File: src/rtl/pc_pkg.sv
// Shared definitions for the next-PC generator: PC width, flow-op encodings
// and the RUN/HALTED state type.
package pc_pkg;

  localparam int PC_W = 5;

  localparam logic [2:0] OP_SEQ  = 3'd0;
  localparam logic [2:0] OP_BR   = 3'd1;
  localparam logic [2:0] OP_JMP  = 3'd2;
  localparam logic [2:0] OP_CALL = 3'd3;
  localparam logic [2:0] OP_RET  = 3'd4;
  localparam logic [2:0] OP_HALT = 3'd5;

  typedef enum logic {
    ST_RUN    = 1'b0,
    ST_HALTED = 1'b1
  } state_e;

endpackage

File: src/rtl/pc_next_gen_if.sv
// Bundle between the control decoder / PC register and the next-PC generator.
// The slave modport is the generator side; master is the driving side.
interface pc_next_gen_if #(
  parameter int PC_W      = 5,
  parameter int RAS_DEPTH = 4
);

  localparam int CNT_W = $clog2(RAS_DEPTH + 1);

  logic [PC_W-1:0]  pc_cur;
  logic             stall;
  logic [2:0]       op;
  logic             cond;
  logic [PC_W-1:0]  offset;
  logic [PC_W-1:0]  target;
  logic [PC_W-1:0]  pc_next;
  logic             halted;
  logic [CNT_W-1:0] ras_count;
  logic             ras_overflow;
  logic             ras_underflow;

  modport slave (
    input  pc_cur, stall, op, cond, offset, target,
    output pc_next, halted, ras_count, ras_overflow, ras_underflow
  );

  modport master (
    output pc_cur, stall, op, cond, offset, target,
    input  pc_next, halted, ras_count, ras_overflow, ras_underflow
  );

endinterface

File: src/rtl/pc_next_gen_ras_stack.sv
// Circular return-address stack. When full, a push overwrites the oldest
// entry (which is exactly the slot the write pointer has wrapped onto).
module ras_stack #(
  parameter int PC_W      = 5,
  parameter int RAS_DEPTH = 4
) (
  input  logic                               clock,
  input  logic                               reset,
  input  logic                               push_i,
  input  logic                               pop_i,
  input  logic [PC_W-1:0]                    push_data_i,
  output logic [PC_W-1:0]                    top_o,
  output logic [$clog2(RAS_DEPTH+1)-1:0]     count_o,
  output logic                               full_o,
  output logic                               empty_o
);

  localparam int PTR_W = $clog2(RAS_DEPTH);
  localparam int CNT_W = $clog2(RAS_DEPTH + 1);
  localparam logic [CNT_W-1:0] CNT_MAX = CNT_W'(RAS_DEPTH);

  logic [PC_W-1:0]  mem_q [RAS_DEPTH];
  logic [PTR_W-1:0] ptr_q, ptr_d;
  logic [CNT_W-1:0] count_q, count_d;

  assign full_o  = (count_q == CNT_MAX);
  assign empty_o = (count_q == '0);
  assign count_o = count_q;
  // Pointer addresses the next free slot, so the top lives one below it.
  assign top_o   = mem_q[ptr_q - PTR_W'(1)];

  always_comb begin
    ptr_d   = ptr_q;
    count_d = count_q;
    if (push_i) begin
      ptr_d = ptr_q + PTR_W'(1);
      if (!full_o) count_d = count_q + CNT_W'(1);
    end else if (pop_i && !empty_o) begin
      ptr_d   = ptr_q - PTR_W'(1);
      count_d = count_q - CNT_W'(1);
    end
  end

  always_ff @(posedge clock or posedge reset) begin
    if (reset) begin
      ptr_q   <= '0;
      count_q <= '0;
    end else begin
      ptr_q   <= ptr_d;
      count_q <= count_d;
    end
  end

  always_ff @(posedge clock) begin
    if (push_i) mem_q[ptr_q] <= push_data_i;
  end

endmodule

File: src/rtl/pc_next_gen.sv
// Next-PC generator: op mux, PC adder and RUN/HALTED FSM around a
// return-address stack. pc_next is purely combinational from the inputs.
module pc_next_gen
  import pc_pkg::*;
#(
  parameter int PC_W      = pc_pkg::PC_W,
  parameter int RAS_DEPTH = 4
) (
  input  logic          clock,
  input  logic          reset,
  pc_next_gen_if.slave  bus
);

  localparam int CNT_W = $clog2(RAS_DEPTH + 1);

  state_e          state_q, state_d;
  logic            overflow_q, overflow_d;
  logic            underflow_q, underflow_d;
  logic            active;
  logic            push_en, pop_en, ret_empty;
  logic            ras_full, ras_empty;
  logic [PC_W-1:0] ras_top;
  logic [PC_W-1:0] inc, br_tgt;
  logic [CNT_W-1:0] ras_cnt;

  assign inc    = bus.pc_cur + PC_W'(1);
  // Same-width add wraps modulo 2^PC_W, which equals sign-extended addition.
  assign br_tgt = inc + bus.offset;

  always_ff @(posedge clock or posedge reset) begin
    if (reset) begin
      state_q     <= ST_RUN;
      overflow_q  <= 1'b0;
      underflow_q <= 1'b0;
    end else begin
      state_q     <= state_d;
      overflow_q  <= overflow_d;
      underflow_q <= underflow_d;
    end
  end

  always_comb begin
    state_d = state_q;
    if (state_q == ST_RUN && !bus.stall && bus.op == OP_HALT) state_d = ST_HALTED;
  end

  always_comb begin
    active      = (state_q == ST_RUN) && !bus.stall;
    push_en     = active && (bus.op == OP_CALL);
    pop_en      = active && (bus.op == OP_RET) && !ras_empty;
    ret_empty   = active && (bus.op == OP_RET) && ras_empty;
    overflow_d  = overflow_q | (push_en & ras_full);
    underflow_d = underflow_q | ret_empty;
  end

  always_comb begin
    bus.pc_next = inc;
    if (reset) begin
      bus.pc_next = '0;
    end else if (state_q == ST_HALTED || bus.stall) begin
      bus.pc_next = bus.pc_cur;
    end else begin
      case (bus.op)
        OP_BR:   bus.pc_next = bus.cond ? br_tgt : inc;
        OP_JMP:  bus.pc_next = bus.target;
        OP_CALL: bus.pc_next = bus.target;
        OP_RET:  bus.pc_next = ras_empty ? inc : ras_top;
        OP_HALT: bus.pc_next = bus.pc_cur;
        default: bus.pc_next = inc;
      endcase
    end
  end

  assign bus.halted        = (state_q == ST_HALTED);
  assign bus.ras_count     = ras_cnt;
  assign bus.ras_overflow  = overflow_q;
  assign bus.ras_underflow = underflow_q;

  ras_stack #(
    .PC_W      (PC_W),
    .RAS_DEPTH (RAS_DEPTH)
  ) u_ras (
    .clock       (clock),
    .reset       (reset),
    .push_i      (push_en),
    .pop_i       (pop_en),
    .push_data_i (inc),
    .top_o       (ras_top),
    .count_o     (ras_cnt),
    .full_o      (ras_full),
    .empty_o     (ras_empty)
  );

endmodule

File: src/flat_wrapper.sv
// flat-port wrapper written by rule: the top's interface ports become plain ports
module pc_next_gen_flat import pc_pkg::*;
#(
  parameter int PC_W      = pc_pkg::PC_W,
  parameter int RAS_DEPTH = 4
)
  (clock, reset, bus_pc_cur, bus_stall, bus_op, bus_cond, bus_offset, bus_target, bus_pc_next, bus_halted, bus_ras_count, bus_ras_overflow, bus_ras_underflow);
  pc_next_gen_if #(.PC_W(PC_W), .RAS_DEPTH(RAS_DEPTH)) bus_i ();
  input  logic clock;
  input  logic reset;
  input wire logic [$bits(bus_i.pc_cur)-1:0] bus_pc_cur;
  input wire logic [$bits(bus_i.stall)-1:0] bus_stall;
  input wire logic [$bits(bus_i.op)-1:0] bus_op;
  input wire logic [$bits(bus_i.cond)-1:0] bus_cond;
  input wire logic [$bits(bus_i.offset)-1:0] bus_offset;
  input wire logic [$bits(bus_i.target)-1:0] bus_target;
  output wire logic [$bits(bus_i.pc_next)-1:0] bus_pc_next;
  output wire logic [$bits(bus_i.halted)-1:0] bus_halted;
  output wire logic [$bits(bus_i.ras_count)-1:0] bus_ras_count;
  output wire logic [$bits(bus_i.ras_overflow)-1:0] bus_ras_overflow;
  output wire logic [$bits(bus_i.ras_underflow)-1:0] bus_ras_underflow;
  assign bus_i.pc_cur = bus_pc_cur;
  assign bus_i.stall = bus_stall;
  assign bus_i.op = bus_op;
  assign bus_i.cond = bus_cond;
  assign bus_i.offset = bus_offset;
  assign bus_i.target = bus_target;
  assign bus_pc_next = bus_i.pc_next;
  assign bus_halted = bus_i.halted;
  assign bus_ras_count = bus_i.ras_count;
  assign bus_ras_overflow = bus_i.ras_overflow;
  assign bus_ras_underflow = bus_i.ras_underflow;
  pc_next_gen #(.PC_W(PC_W), .RAS_DEPTH(RAS_DEPTH)) u_core (.clock(clock), .reset(reset), .bus(bus_i));
endmodule
File: config.mk
export PLATFORM = sky130hd
export DESIGN_NAME = pc_next_gen_flat
export DESIGN_NICKNAME = d
export VERILOG_FILES = /design/src/rtl/pc_pkg.sv /design/src/rtl/pc_next_gen_if.sv /design/src/rtl/pc_next_gen_ras_stack.sv /design/src/rtl/pc_next_gen.sv /design/src/flat_wrapper.sv
export SDC_FILE = /design/constraint.sdc
export NUM_CORES = 1
export LEC_CHECK = 0
export CAP_MARGIN = 40
export CORE_MARGIN = 4
export CORE_UTILIZATION = 50
export DETAILED_ROUTE_END_ITERATION = 12
export PLACE_DENSITY = 0.86
export RECOVER_POWER = 50
export SYNTH_ARGS = -nofsm -noshare
export SYNTH_HDL_FRONTEND = slang
export SYNTH_SLANG_ARGS = --single-unit
File: constraint.sdc
create_clock -name clock -period 2.2 [get_ports clock]
set_input_delay 0.22 -clock clock [delete_from_list [all_inputs] [get_ports clock]]
set_output_delay 0.22 -clock clock [all_outputs]
set_load 0.1 [all_outputs]
==> flow_summary.toml <==
[critical_path]
required_ps = 1980
path_class = "input port to primary output"
path_cells = "buf_8 -> ha_4 -> xnor2_4 -> inv_2 -> ha_4 -> buf_4 -> nand2b_4 -> a21oi_4 -> mux2i_2 -> mux2i_2 -> a221oi_4 -> buf_12"
end_kind = "primary output"
cp-start-kind = "input port"
cp_slowest_cell = "a221oi_4"
path_delay_family = "buffers and inverters"
arrival_ps = 2350
crit_fanout = 3
path_buf_inv = 4
critical_path.max_stage_delay_ps = 320

[sta]
post-route-period-util_pct = 117
tns_ps = -2250
setup_slack_ps = -370
fmaxAchievable_mhz = 389
slew-limit-headroom_pct = 60.9
whs_ps = 466
slew_viol_final = 0
rsz0062_at_grt = "true"
tightestPinTransition_ps = 585
setup_violations = 10
finalHoldViolations = 0
period_minus_slack_ps = 2570
clock_skew_ps = 25.6

[synth]
synthArstFlopShare_pct = 28.6
synthSimpleGateAreaFrac_pct = 14.3
synth-compound-area-share_pct = 15.5
yosysMostFrequentCell = "edfxtp_1"
ys_seq_area_share_pct = 44.7
synth_edf_count = 20
synth_cells = 161
synth_top_family_by_area = "compound AO/OA/AOI/OAI gates"
ys_types = 47
synth_area_um2 = 1790
synthTopCellsByCount = "edfxtp_1, inv_1, a21oi_1"
syn_area_per_cell_um2 = 11.1
synth-seq-cells = 28
yosysTopAreaCell = "edfxtp_1"
synthAdderAreaFrac_pct = 8.53
synth.area.mux_share_pct = 7.62
yosys_warnings = 0
synthFlopType = "edfxtp_1"
synth.area.top_cells = "edfxtp_1, dfrtp_1, ha_1"
synth_nets = 194
synth_xor_area_share_pct = 3.91
synth_top_area_share_pct = 33.5

[power]
ir_worst_vdd_v = 0.000657
power.density_nw_per_um2 = 851
leakage_nw = 1.24

[die]
core_area_um2 = 3390
die_h_um = 67.8
initial_core_util_pct = 52.8
num_io_pins = 33
die_width_um = 67.8
fp-row-count = 21
die-area_um2 = 4600

[route]
dr.pass1.iters = 7
num_vias = 2042
postRouteAntennaNets = 0
avgViaCountPerCell = 6.78
drcViolationCount = 0
routed_wire_length_per_instance_um = 28.2
drt_iter0_drc = 347
finalWirelength_um = 8480

[final_layout]
postLayoutCellArea_um2 = 2990
multi_input_comb_area_um2 = 1150
area_growth_pct = 67.0
drive_above_1_share_pct = 52.5
antenna_cells = 0
seq_area_um2 = 808
fin_util_pct = 88.2
final_cells = 301
nFillCells = 123
nets = 289

[status]
status = "finished, violations left"
violations = "negative setup slack"

[run]
drv_cap = 0

[global_routing]
grt_max_degree = 17
grt_pass1_vias = 1985
grt-ovfl-total = 0
grt_pass1_wl_um = 11400
grt_usage_pct = 35.6
grt_antenna_before_repair = 0

[clock_network]
clock_sinks = 28
clockBufferDepth = 2
cts_buffers = 3
cts_tree = "done"
h-tree-depth = 1
clock_latency_ps = 360
postCtsHoldBufs = 0
cts_root_buf = "clkbuf_4"
clkSlewWorstSetupHoldPaths_ps = 140

[placement]
place.port_buffers = 32
gp_congestion = 0.920
dp_hpwl_um = 3820
place_inst = 271
postPlaceCellArea_um2 = 2600

[min_path]
worstHoldPathType = "input port to register"
-- area by class of cell --
cell class,instances,area share (%)
timing repair buffer,96,28.8
clock buffer,3,0.753
tap,46,1.92
clock inverter,1,1.00
sequential,28,27.0
inverter,14,1.97
multi-input combinational,113,38.5
-- worst reg2reg max path, delay by kind of cell, from the launching register on --
kind / cells / cell delay [ps]
adder cells (fa/ha/maj): 1 / 490
flip-flops: 1 / 490
AND/OR/NAND/NOR: 3 / 910
AO/OA/AOI/OAI: 2 / 250
buffers and inverters: 1 / 80
-- what timing repair did --
| item | 4_1_cts | 5_1_grt |
|---|---|---|
| endpoints found under the setup margin | 5 | 11 |
| hold endpoints to repair | 0 | 0 |
| pin swaps | 19 | 21 |
| resized for setup | 35 | 21 |
| buffers inserted | 23 | 3 |
-- power breakdown --
part	internal [mW]	leakage (nW)	total, mW	switching, mW
Combinational	0.625	0.937	1.51	0.889
Clock	0.185	0.0279	0.347	0.163
Sequential	0.628	0.273	0.684	0.0553
Total	1.44	1.24	2.55	1.11
-- cells by family (layout without fill, tap and decap cells) --
kind of cell             count (synthesis)  in the layout
AO/OA/AOI/OAI                           41             41
multiplexers                             7              7
flip-flops                              28             28
adder cells (fa/ha/maj)                 11             11
AND/OR/NAND/NOR                         46             46
buffers and inverters                   20            114
XOR/XNOR                                 8              8
-- metal layers --
metal | GRT usage, % | vias to the layer above | routed length [um]
met4 | 18.9 | 0 | 682
met2 | 55.2 | 241 | 3820
li1 | - | 779 | -
met5 | 0 | - | 0
met3 | 12.6 | 94 | 1000
met1 | 43.5 | 928 | 2980
-- path summary, 6_finish.rpt --
kind,slack [ps],start,depth (start not counted),to
worst max-delay path,-370,bus_pc_cur[0],12,bus_pc_next[4]
worst min-delay path,470,bus_pc_cur[1],4,u_core.u_ras.mem_q[3][1]
worst max register to register,-60,u_core.bus.halted,7,u_core.u_ras.count_o[2]
worst min register to register,570,u_core.bus.ras_underflow,1,u_core.bus.ras_underflow
max in group asynchronous,1350,reset,2,u_core.u_ras.count_o[2]
min in group asynchronous,550,reset,2,u_core.u_ras.count_o[0]
-- per-stage QoR --
step           worst slack, ps  total power [mW]
4_1_cts                   -261              2.35
3_3_place_gp              -660              1.81
6_report                  -370              2.55
2_1_floorplan             -463              1.56
5_1_grt                   -423              2.62
3_5_place_dp              -682              1.86
-- registers in the layout, summed over array words and instances, names as in the netlist --
signal / flops
u_core.u_ras.ptr_q: 2
u_core.u_ras.count_o: 3
u_core.bus.ras_overflow: 1
u_core.bus.halted: 1
u_core.u_ras.mem_q: 20
u_core.bus.ras_underflow: 1
-- cell usage in the layout (no fill, tap or decap), types with 6 or more instances in the layout --
cell,count
inv_1,7
ha_4,6
clkdlybuf4s50_1,10
nand2_1,10
a21oi_1,7
buf_4,63
nor2_1,11
buf_6,6
edfxtp_1,20
No activity file was read; power rests on OpenSTA's default activity.
